==> src/rtl/piradspi_pkg.sv <==
`default_nettype none
// ============================================================================
// Package  : piradspi_pkg
// Brief    : Shared types and constants for the PiRadSPI shift engine.
// Revision : 1.0 - initial release
// ============================================================================
package piradspi_pkg;

    typedef enum logic [2:0] {
        ST_IDLE  = 3'd0,
        ST_SETUP = 3'd1,
        ST_SHIFT = 3'd2,
        ST_HOLD  = 3'd3,
        ST_NEXT  = 3'd4,
        ST_GAP   = 3'd5
    } piradspi_shift_state_t;

    localparam logic SPI_IDLE_CSN = 1'b1;

endpackage
`default_nettype wire

==> src/rtl/piradspi_sck_divider.sv <==
`default_nettype none
// ============================================================================
// Module   : piradspi_sck_divider
// Brief    : Half-period timer; one-cycle tick at the end of every CLK_DIV run.
// Revision : 1.0 - initial release
// ============================================================================
module piradspi_sck_divider #(
    parameter int CLK_DIV = 4
) (
    input  logic aclk,
    input  logic areset,
    input  logic enable,
    output logic tick
);

    localparam int                 c_CNT_W = (CLK_DIV > 1) ? $clog2(CLK_DIV) : 1;
    localparam logic [c_CNT_W-1:0] c_LAST  = c_CNT_W'(CLK_DIV - 1);
    localparam logic [c_CNT_W-1:0] c_ONE   = c_CNT_W'(1);

    logic [c_CNT_W-1:0] r_cnt;

    // Dropping enable parks the count at zero so the next run starts a full period.
    always_ff @(posedge aclk or posedge areset) begin
        if (areset) begin
            r_cnt <= '0;
        end else if (!enable || (r_cnt == c_LAST)) begin
            r_cnt <= '0;
        end else begin
            r_cnt <= r_cnt + c_ONE;
        end
    end

    assign tick = enable && (r_cnt == c_LAST);

endmodule
`default_nettype wire

==> src/rtl/piradspi_axis_shifter.sv <==
`default_nettype none
// ============================================================================
// Module   : piradspi_axis_shifter
// Brief    : AXI-Stream to SPI mode-0 (MSB first) word shifter with result stream.
// Revision : 1.0 - initial release
// ============================================================================
module piradspi_axis_shifter
    import piradspi_pkg::*;
#(
    parameter int WIDTH   = 32,
    parameter int CLK_DIV = 4
) (
    input  logic             aclk,
    input  logic             areset,
    input  logic [WIDTH-1:0] s_axis_tdata,
    input  logic             s_axis_tlast,
    input  logic             s_axis_tvalid,
    output logic             s_axis_tready,
    output logic [WIDTH-1:0] m_axis_tdata,
    output logic             m_axis_tlast,
    output logic             m_axis_tvalid,
    input  logic             m_axis_tready,
    output logic             spi_sck,
    output logic             spi_mosi,
    input  logic             spi_miso,
    output logic             spi_csn,
    output logic             busy
);

    localparam int                 c_BIT_W    = $clog2(WIDTH + 1);
    localparam logic [c_BIT_W-1:0] c_LAST_BIT = c_BIT_W'(WIDTH - 1);
    localparam logic [c_BIT_W-1:0] c_BIT_ONE  = c_BIT_W'(1);

    piradspi_shift_state_t r_state;
    piradspi_shift_state_t w_state_nxt;

    logic               r_sck;
    logic               r_mosi;
    logic               r_csn;
    logic               r_tlast;
    logic               r_run;
    logic [WIDTH-1:0]   r_tx;
    logic [WIDTH-1:0]   r_rx;
    logic [c_BIT_W-1:0] r_bit_cnt;
    logic [WIDTH-1:0]   r_m_tdata;
    logic               r_m_tlast;
    logic               r_m_tvalid;

    logic w_tick;
    logic w_div_en;
    logic w_s_hs;
    logic w_m_hs;
    logic w_rise;
    logic w_fall;
    logic w_last_fall;
    logic w_sck_nxt;
    logic w_csn_nxt;

    // r_run keeps tready low through reset and the first clock after it.
    assign s_axis_tready = r_run && !r_m_tvalid &&
                           ((r_state == ST_IDLE) || (r_state == ST_NEXT));
    assign w_s_hs   = s_axis_tvalid && s_axis_tready;
    assign w_m_hs   = r_m_tvalid && m_axis_tready;
    assign w_div_en = (r_state == ST_SETUP) || (r_state == ST_SHIFT) ||
                      (r_state == ST_HOLD)  || (r_state == ST_GAP);

    piradspi_sck_divider #(
        .CLK_DIV (CLK_DIV)
    ) u_sck_divider (
        .aclk   (aclk),
        .areset (areset),
        .enable (w_div_en),
        .tick   (w_tick)
    );

    // SCK rises at the end of SETUP and of every low half; falls at the end of a high half.
    assign w_rise      = w_tick && ((r_state == ST_SETUP) || ((r_state == ST_SHIFT) && !r_sck));
    assign w_fall      = w_tick && (r_state == ST_SHIFT) && r_sck;
    assign w_last_fall = w_fall && (r_bit_cnt == c_LAST_BIT);

    always_ff @(posedge aclk or posedge areset) begin
        if (areset) begin
            r_state <= ST_IDLE;
        end else begin
            r_state <= w_state_nxt;
        end
    end

    always_comb begin
        w_state_nxt = r_state;
        case (r_state)
            ST_IDLE, ST_NEXT: if (w_s_hs)      w_state_nxt = ST_SETUP;
            ST_SETUP:         if (w_tick)      w_state_nxt = ST_SHIFT;
            ST_SHIFT:         if (w_last_fall) w_state_nxt = ST_HOLD;
            ST_HOLD:          if (w_tick)      w_state_nxt = r_tlast ? ST_GAP : ST_NEXT;
            ST_GAP:           if (w_tick)      w_state_nxt = ST_IDLE;
            default:                           w_state_nxt = ST_IDLE;
        endcase
    end

    always_comb begin
        w_sck_nxt = r_sck;
        if (w_rise) begin
            w_sck_nxt = 1'b1;
        end else if (w_fall) begin
            w_sck_nxt = 1'b0;
        end
        w_csn_nxt = ((w_state_nxt == ST_IDLE) || (w_state_nxt == ST_GAP)) ?
                    SPI_IDLE_CSN : ~SPI_IDLE_CSN;
    end

    always_ff @(posedge aclk or posedge areset) begin
        if (areset) begin
            r_sck      <= 1'b0;
            r_mosi     <= 1'b0;
            r_csn      <= SPI_IDLE_CSN;
            r_tlast    <= 1'b0;
            r_run      <= 1'b0;
            r_tx       <= '0;
            r_rx       <= '0;
            r_bit_cnt  <= '0;
            r_m_tdata  <= '0;
            r_m_tlast  <= 1'b0;
            r_m_tvalid <= 1'b0;
        end else begin
            r_run <= 1'b1;
            r_sck <= w_sck_nxt;
            r_csn <= w_csn_nxt;

            if (w_s_hs) begin
                r_mosi    <= s_axis_tdata[WIDTH-1];
                r_tx      <= s_axis_tdata << 1;
                r_tlast   <= s_axis_tlast;
                r_rx      <= '0;
                r_bit_cnt <= '0;
            end else if (w_fall && !w_last_fall) begin
                r_mosi    <= r_tx[WIDTH-1];
                r_tx      <= r_tx << 1;
                r_bit_cnt <= r_bit_cnt + c_BIT_ONE;
            end

            if (w_rise) begin
                r_rx <= {r_rx[WIDTH-2:0], spi_miso};
            end

            // A new word cannot start while a result is pending, so load and clear never collide.
            if (w_last_fall) begin
                r_m_tdata  <= r_rx;
                r_m_tlast  <= r_tlast;
                r_m_tvalid <= 1'b1;
            end else if (w_m_hs) begin
                r_m_tvalid <= 1'b0;
            end
        end
    end

    assign spi_sck       = r_sck;
    assign spi_mosi      = r_mosi;
    assign spi_csn       = r_csn;
    assign m_axis_tdata  = r_m_tdata;
    assign m_axis_tlast  = r_m_tlast;
    assign m_axis_tvalid = r_m_tvalid;
    assign busy          = (r_state != ST_IDLE);

endmodule
`default_nettype wire

==> config.mk <==
export PLATFORM = sky130hd
export DESIGN_NAME = piradspi_axis_shifter
export DESIGN_NICKNAME = d
export VERILOG_FILES = /design/src/rtl/piradspi_pkg.sv /design/src/rtl/piradspi_sck_divider.sv /design/src/rtl/piradspi_axis_shifter.sv
export SDC_FILE = /design/constraint.sdc
export NUM_CORES = 1
export LEC_CHECK = 0
export BUFFER_PORTS_ARGS = -buffer_cell sky130_fd_sc_hd__buf_2
export CAP_MARGIN = 15
export CORE_UTILIZATION = 30
export CTS_CLUSTER_DIAMETER = 60
export DETAILED_ROUTE_END_ITERATION = 8
export PLACE_DENSITY_LB_ADDON = 0.15
export SETUP_SLACK_MARGIN = 0.02
export SLEW_MARGIN = 25
export SYNTH_ARGS = -nofsm -noshare
export SYNTH_HDL_FRONTEND = slang
export SYNTH_SLANG_ARGS = --single-unit
==> constraint.sdc <==
create_clock -name aclk -period 3.7 [get_ports aclk]
set_input_delay 0.555 -clock aclk [delete_from_list [all_inputs] [get_ports aclk]]
set_output_delay 0.555 -clock aclk [all_outputs]
set_load 0.01 [all_outputs]
==> impl_metrics.sql, run 1 <==
INSERT INTO impl_metrics (metric_group, metric, value, unit) VALUES
('outcome', 'run_status', 'finished clean', ''),
('global_route', 'number_of_antenna_violations_at_the_first_check_in_global_routing', '0', ''),
('synth', 'synth-main-ff-cell', 'dfrtp_1', ''),
('synth', 'synthesized_instance_count', '439', ''),
('cts', 'cts_tree', 'yes', ''),
('final_layout', 'n_fill_cell', '1574', ''),
('route', 'initial_drt_markers', '252', ''),
('timing', 'fin_skew', '0.00698', 'ns'),
('global_route', 'first_pass_grt_wire_length', '17300', 'um'),
('floorplan', 'dieArea', '16500', 'um2'),
('route', 'pre_repair_dr_iteration_count', '4', ''),
('final_layout', 'post_route_cells_drive_above_1_share', '0.284', ''),
('setup_path', 'startpoint_type', 'flop', ''),
('cts', 'clock_tree.root_cell', 'clkbuf_16', ''),
('cts', 'post_cts_hold_buffer_count', '0', ''),
('timing', 'grt_setup_unrepaired', 'no', ''),
('synth', 'synth-async-reset-ratio', '1.00', ''),
('global_route', 'gr-usage-all-layers', '0.136', ''),
('cts', 'clock_sinks', '113', ''),
('synth', 'ys_warns', '0', ''),
('setup_path', 'worstSetupPathType', 'reg -> reg', ''),
('synth', 'synth_top_cell_area_share', '0.583', ''),
('setup_path', 'cp-end-kind', 'flop', ''),
('timing', 'setup-tns-final', '0', 'ns'),
('synth', 'syn_area_per_cell', '10.9', 'um2'),
('synth', 'yosys.area.top_type', 'dfrtp_1', ''),
('final_layout', 'area_grow_syn2layout', '25.1', '%'),
('final_layout', 'nets', '551', ''),
('global_route', 'first_global_vias', '3539', ''),
('flow_run', 'max_cap_violations', '0', ''),
('route', 'vias', '3448', ''),
('floorplan', 'dieWidth', '129', 'um'),
('place', 'dp_hpwl', '6170', 'um'),
('power_and_ir_drop', 'cellPowerDensity', '710', 'nW/um2'),
('route', 'drc', '0', ''),
('route', 'drt_wl_total', '10300', 'um'),
('setup_path', 'worstRegToRegCells', '5', ''),
('cts', 'cts_post_setup_buffers_inserted', '0', ''),
('floorplan', 'initial_utilization', '0.311', ''),
('synth', 'postSynthRegisterBits', '113', ''),
('timing', 'setup_viol', '0', ''),
('synth', 'yosys-top-cells-area', 'dfrtp_1 58%, mux2_4 8.8%, nand2_1 8.7%, a22oi_1 5.0%, nand3_1 4.0%', ''),
('timing', 'finalWorstPathRequiredPeriod', '2.42', 'ns'),
('power_and_ir_drop', 'report.power.total', '4.27', 'mW'),
('floorplan', 'core_region_area', '15400', 'um2'),
('setup_path', 'worst-path-max-fanout', '27', ''),
('place', 'numPortBuffers', '76', ''),
('synth', 'syn-num-nets', '479', ''),
('synth', 'synth_edf_count', '0', ''),
('synth', 'synth_seq_area_share', '0.589', ''),
('cts', 'cts_made_buffers', '17', ''),
('hold_path', 'min_path_type', 'in -> async', ''),
('route', 'drt.antenna.violating_nets', '0', ''),
('floorplan', 'floorplan.io_pins', '77', ''),
('place', 'globalplace.congestion', '0.715', ''),
('synth', 'syn_std_cell_area', '4800', 'um2'),
('floorplan', 'die-height', '129', 'um'),
('route', 'drt-wirelength-per-cell', '14.0', 'um'),
('route', 'drt-vias-per-instance', '4.69', ''),
('cts', 'clk_pin_slew_worst_paths', '0.05', 'ns'),
('timing', 'report.final.hold_viol_count', '0', ''),
('timing', 'drv_slew', '0', ''),
('timing', 'finalCritPeriodShare', '0.654', ''),
('timing', 'maxClockFrequency', '413', 'MHz'),
('cts', 'ctsHtreeMaxLevel', '4', ''),
('cts', 'max-clock-path-buffers', '2', ''),
('setup_path', 'worstPathArrival', '2.71', 'ns'),
('floorplan', 'std_cell_rows', '45', ''),
('final_layout', 'final_antenna_diode_count', '0', ''),
('power_and_ir_drop', 'total_leakage_power', '3.03', 'nW'),
('synth', 'synth.distinct_cells', '39', ''),
('global_route', 'largest_net_degree_at_the_start_of_global_routing', '86', ''),
('cts', 'clock_latency', '0.41', 'ns'),
('global_route', 'globalRouteOverflowTotal', '0', ''),
('cts', 'post_cts_resized', '0', ''),
('timing', 'timing_worst_slew_pin_value', '0.783', 'ns'),
('setup_path', 'crit_required', '4.00', 'ns'),
('timing', 'worst_slew_margin_rel', '0.478', ''),
('power_and_ir_drop', 'irDropWorstVdd', '359', 'uV');
==> path summary, 6_finish.rpt <==
path                            slack, ns                              from                          endpoint
worst max-delay path                 1.28              r_state[1]$_DFF_PP0_          r_bit_cnt[5]$_DFFE_PP0P_
worst min-delay path                 0.27                            areset              r_tx[24]$_DFFE_PP0P_
worst max register to register       1.28              r_state[1]$_DFF_PP0_          r_bit_cnt[5]$_DFFE_PP0P_
worst min register to register       0.45  u_sck_divider.r_cnt[0]$_DFF_PP0_  u_sck_divider.r_cnt[0]$_DFF_PP0_
max in group asynchronous            2.62                            areset              r_rx[29]$_DFFE_PP0P_
min in group aclk                    0.31                     m_axis_tready         m_axis_tvalid$_DFFE_PP0P_
==> cell usage after synthesis (all sizes together) (2+ instances only) <==
cell type    n
mux2        33
ha           2
o21ai       37
inv          5
nand2b       5
buf         10
a22oi       32
nor2         4
clkbuf      21
a21oi        3
nor4b        2
nand3       38
dfrtp      112
nor3         2
nand2      111
and4         2
or4          2
==> power breakdown <==
part	leakage, nW	internal [mW]	switching, mW
clock network	0.304	1.16	0.559
registers	1.51	1.61	0.282
logic	1.22	0.274	0.388
==> critical path, cell delays in order, from the launching register on <==
cell and delay (ns):
dfrtp_1 0.50, nor4b_1 0.61, and2_1 0.49, buf_4 0.39, nor4_1 0.09, a31o_2 0.22
==> state kept, by name (all words and copies together) (netlist names), 2 cells and up <==
| signal | cells |
|---|---|
| r_state | 3 |
| m_axis_tdata | 32 |
| r_bit_cnt | 6 |
| u_sck_divider.r_cnt | 2 |
| r_tx | 31 |
| r_rx | 32 |
==> metrics by stage <==
step	setup WS [ns]	cells	util	hold slack (ns)	instance area, um2
after CTS	1.29	735	0.390	0.291	6010
after detailed placement	1.30	703	0.349	0.447	5390
after global placement	1.01	703	0.349	0.428	5380
after global routing	1.14	735	0.390	0.284	6010
final	1.28	735	0.390	0.268	6010
after floorplan	0.159	439	-	0.419	4800
==> area by class of cell <==
class                           count  area [um2]  area share
Inverter                            5        23.8     0.00396
Clock inverter                     10         160      0.0267
Clock buffer                       22         464      0.0772
Tap cell                          211         264      0.0439
Sequential cell                   113        2830       0.471
Timing Repair Buffer               84         440      0.0733
Multi-Input combinational cell    290        1830       0.304
==> cells by family (layout without fill, tap and decap cells) <==
logic type / count (synthesis) / in the layout / synth area share
flip-flops: 113 / 113 / 0.589
adder cells (fa/ha/maj): 2 / 2 / 0.00521
buffers and inverters: 36 / 121 / 0.0365
AO/OA/AOI/OAI: 78 / 78 / 0.104
XOR/XNOR: 1 / 1 / 0.00182
multiplexers: 34 / 34 / 0.101
AND/OR/NAND/NOR: 174 / 174 / 0.162
other: 1 / 1 / 0.000781
==> placed cells by master (no fill, tap or decap), types with 2 or more instances in the layout <==
cell,netlist,final
a21oi_1,3,2
a22oi_1,32,32
and4_1,2,2
buf_2,5,76
buf_4,1,8
bufinv_16,0,4
clkbuf_1,21,3
clkbuf_16,0,17
clkbuf_8,0,2
clkinv_2,0,3
clkinv_4,0,2
dfrtp_1,112,112
ha_1,2,2
inv_1,5,4
mux2_1,5,5
mux2_4,28,28
nand2_1,111,110
nand2b_1,5,5
nand3_1,38,38
nor2_1,4,4
nor3_1,2,2
nor4b_1,2,2
o21ai_0,33,33
o21ai_1,4,4
==> routing by layer <==
metal,global-route usage,up-vias,part of all wire
li1,-,1664,-
met4,0.0602,0,0.017
met2,0.220,71,0.48
met1,0.166,1699,0.45
met3,0.0445,14,0.052
met5,0,-,0
No activity file was read; power rests on OpenSTA's default activity.
==> run 2: changes to the inputs <==
--- a/config.mk
+++ b/config.mk
@@ -5,6 +5,7 @@
 export SDC_FILE = /design/constraint.sdc
 export NUM_CORES = 1
 export LEC_CHECK = 0
+export ABC_AREA = 1
 export BUFFER_PORTS_ARGS = -buffer_cell sky130_fd_sc_hd__buf_2
 export CAP_MARGIN = 15
 export CORE_UTILIZATION = 30
==> constraint.sdc (replaced) <==
create_clock -name aclk -period 2.4 [get_ports aclk]
set_input_delay 0.36 -clock aclk [delete_from_list [all_inputs] [get_ports aclk]]
set_output_delay 0.36 -clock aclk [all_outputs]
set_load 0.01 [all_outputs]
==> impl_metrics.sql, run 2 <==
INSERT INTO impl_metrics (metric_group, metric, value, unit) VALUES
('setup_path', 'endpoint', 'r_rx[11]$_DFFE_PP0P_', ''),
('cts', 'cts_made_buffers', '17', ''),
('cts', 'post_cts_hold_buffer_count', '0', ''),
('synth', 'synth_xor_area_frac', '0.00357', ''),
('global_route', 'globalRouteOverflowTotal', '0', ''),
('synth', 'synth.top_cells.by_count', '286 x nand2_1, 112 x dfrtp_1, 29 x o21ai_1', ''),
('final_layout', 'n_fill_cell', '1655', ''),
('cts', 'clock_latency', '0.42', 'ns'),
('global_route', 'gr-usage-all-layers', '0.146', ''),
('timing', 'report.final.hold_viol_count', '0', ''),
('timing', 'worst_slew_margin_rel', '0.496', ''),
('synth', 'yosys.area_share.adder', '0.00510', ''),
('setup_path', 'worstReg2RegEnd', 'r_rx[11]$_DFFE_PP0P_', ''),
('place', 'globalplace.congestion', '0.762', ''),
('power_and_ir_drop', 'irDropWorstVdd', '547', 'uV'),
('power_and_ir_drop', 'total_leakage_power', '3.17', 'nW'),
('global_route', 'first_pass_grt_wire_length', '19000', 'um'),
('place', 'dp_cells', '852', ''),
('cts', 'cts_post_setup_buffers_inserted', '0', ''),
('place', 'numPortBuffers', '76', ''),
('synth', 'ys_warns', '0', ''),
('floorplan', 'std_cell_rows', '46', ''),
('setup_path', 'worstPathArrival', '2.20', 'ns'),
('synth', 'synth_edf_count', '0', ''),
('floorplan', 'dieArea', '16900', 'um2'),
('synth', 'synth-simple-area-share', '0.270', ''),
('route', 'vias', '3812', ''),
('cts', 'clk_pin_slew_worst_paths', '0.05', 'ns'),
('synth', 'syn_std_cell_area', '4900', 'um2'),
('route', 'drt.antenna.violating_nets', '0', ''),
('synth', 'synth_seq_area_share', '0.577', ''),
('final_layout', 'mostFrequentLayoutCells', '286 x nand2_1, 112 x dfrtp_1, 76 x buf_2', ''),
('outcome', 'run_status', 'finished clean', ''),
('synth', 'yosys-top-cells-area', 'dfrtp_1 57%, nand2_1 22%, o21ai_1 3.0%, o21ai_0 2.8%, inv_1 2.1%', ''),
('timing', 'setup_viol', '0', ''),
('synth', 'syn-num-nets', '614', ''),
('setup_path', 'worst-path-max-fanout', '23', ''),
('floorplan', 'die-height', '130', 'um'),
('route', 'drt-wirelength-per-cell', '12.4', 'um'),
('synth', 'post_synth_mux_area_share', '0', ''),
('synth', 'largest_family_of_logic_cells_by_synthesized_area', 'simple AND/OR/NAND/NOR gates', ''),
('setup_path', 'cp-end-kind', 'flop', ''),
('setup_path', 'reg2reg_from', 'u_sck_divider.r_cnt[0]$_DFF_PP0_', ''),
('setup_path', 'startpoint_type', 'flop', ''),
('final_layout', 'post_route_cells_drive_above_1_share', '0.223', ''),
('final_layout', 'final_antenna_diode_count', '0', ''),
('setup_path', 'worst-r2r-setup-slack', '0.55', 'ns'),
('place', 'dp_slack', '0.557', 'ns'),
('route', 'drc', '0', ''),
('route', 'pre_repair_dr_iteration_count', '4', ''),
('cts', 'max-clock-path-buffers', '2', ''),
('route', 'initial_drt_markers', '198', ''),
('synth', 'synth-main-ff-cell', 'dfrtp_1', ''),
('global_route', 'largest_net_degree_at_the_start_of_global_routing', '41', ''),
('final_layout', 'layout_commonest_cell', 'nand2_1', ''),
('synth', 'synth-async-reset-ratio', '1.00', ''),
('synth', 'synth_top_cell_area_share', '0.571', ''),
('power_and_ir_drop', 'cellPowerDensity', '940', 'nW/um2'),
('global_route', 'number_of_antenna_violations_at_the_first_check_in_global_routing', '0', ''),
('floorplan', 'initial_utilization', '0.308', ''),
('setup_path', 'crit_required', '2.75', 'ns'),
('timing', 'maxClockFrequency', '541', 'MHz'),
('setup_path', 'worstSetupStartpoint', 'u_sck_divider.r_cnt[0]$_DFF_PP0_', ''),
('timing', 'grt_setup_unrepaired', 'no', ''),
('synth', 'yosys.area.top_type', 'dfrtp_1', ''),
('final_layout', 'nets', '695', ''),
('synth', 'synthesized_instance_count', '574', ''),
('final_layout', 'instances_no_fill', '884', ''),
('timing', 'timing_worst_slew_pin_value', '0.754', 'ns'),
('synth', 'synth.most_common_cell', 'nand2_1', ''),
('route', 'drt-vias-per-instance', '4.31', ''),
('cts', 'post_cts_resized', '0', ''),
('timing', 'fin_skew', '0.0107', 'ns'),
('global_route', 'first_global_vias', '3895', ''),
('floorplan', 'core_region_area', '15900', 'um2'),
('final_layout', 'area_grow_syn2layout', '22.4', '%'),
('timing', 'drv_slew', '0', ''),
('synth', 'syn_area_per_cell', '8.54', 'um2'),
('synth', 'synth.distinct_cells', '27', ''),
('setup_path', 'worstRegToRegCells', '9', ''),
('timing', 'finalWorstPathRequiredPeriod', '1.85', 'ns'),
('synth', 'postSynthRegisterBits', '113', ''),
('place', 'dp_hpwl', '7190', 'um'),
('cts', 'clock_sinks', '113', ''),
('floorplan', 'dieWidth', '130', 'um'),
('floorplan', 'floorplan.io_pins', '77', ''),
('hold_path', 'min_path_type', 'in -> async', ''),
('cts', 'clock_tree.root_cell', 'clkbuf_16', ''),
('timing', 'setup-tns-final', '0', 'ns'),
('timing', 'postLayoutSetupSlackWorst', '0.552', 'ns'),
('timing', 'finalCritPeriodShare', '0.770', ''),
('route', 'drt_wl_total', '11000', 'um'),
('cts', 'cts_tree', 'yes', ''),
('setup_path', 'worstSetupPathType', 'reg -> reg', ''),
('flow_run', 'max_cap_violations', '0', ''),
('synth', 'synth_compound_gate_area_share', '0.0781', ''),
('cts', 'ctsHtreeMaxLevel', '4', '');
## run 2: cell count changes in the layout (fill, tap and decap cells not counted), sizes merged, moves of 21 or more
| cell | delta |
|---|---|
| nand2 | +179 |
| mux2 | -33 |
| a22oi | -32 |
| o21ai | +29 |
| inv | +28 |
| nand3 | -21 |
## run 2: how the worst min path moves through the flow
stage | from | depth (start not counted) | to
floorplan | u_sck_divider.r_cnt[0]$_DFF_PP0_ | 1 | u_sck_divider.r_cnt[0]$_DFF_PP0_
global placement | u_sck_divider.r_cnt[0]$_DFF_PP0_ | 1 | u_sck_divider.r_cnt[0]$_DFF_PP0_
detailed placement | u_sck_divider.r_cnt[0]$_DFF_PP0_ | 1 | u_sck_divider.r_cnt[0]$_DFF_PP0_
CTS | areset | 2 | m_axis_tdata[28]$_DFFE_PP0P_
global route | areset | 2 | m_axis_tdata[28]$_DFFE_PP0P_
finish | areset | 2 | m_axis_tdata[26]$_DFFE_PP0P_
## run 2: final cells by class
class / instances / area (um2) / share of cell area
flip-flops and latches: 113 / 2830 / 0.471
multi-input cells: 402 / 1750 / 0.292
repair buffers: 88 / 495 / 0.0825
clock buffers: 18 / 429 / 0.0715
well taps: 216 / 270 / 0.0450
inverters: 33 / 133 / 0.0221
clock inverters: 14 / 93.8 / 0.0156
## run 2: cell families after synthesis
logic type | count (synthesis)
buffers and inverters | 59
AOI/OAI and AO/OA | 69
and+or+nand+nor | 328
xor gates and xnor gates | 2
other | 1
adders and majority gates | 2
DFF | 113
## run 2: per-layer routing
metal	GRT usage	share of wire	vias to the layer above
li1	-	-	1952
met2	0.228	0.44	77
met4	0.0554	0.014	0
met1	0.192	0.50	1768
met3	0.0431	0.041	15
met5	0	0	-
## run 2: critical path: stages (launching register included)
cell,delay (ns)
dfrtp_1,0.38
ha_1,0.27
nand2_1,0.10
nor2_1,0.04
nand2_1,0.07
nand2_2,0.08
nor2_4,0.48
buf_4,0.25
nand2_1,0.06
nand2_1,0.05
## run 2: power breakdown
part / leakage (nW) / internal [mW] / switching (mW)
registers: 1.54 / 2.24 / 0.152
clock network: 0.248 / 1.31 / 0.899
logic: 1.38 / 0.358 / 0.695
total: 3.17 / 3.90 / 1.75
## run 2: through the flow
step / hold slack (ns) / util / power [mW] / instance area, um2
3_3_place_gp: 0.421 / 0.344 / 3.46 / 5480
6_report: 0.0719 / 0.377 / 5.65 / 6000
5_1_grt: 0.123 / 0.377 / 6.01 / 6000
4_1_cts: 0.0920 / 0.377 / 5.73 / 6000
3_5_place_dp: 0.431 / 0.344 / 3.49 / 5480
2_1_floorplan: 0.408 / - / 3.20 / 4910
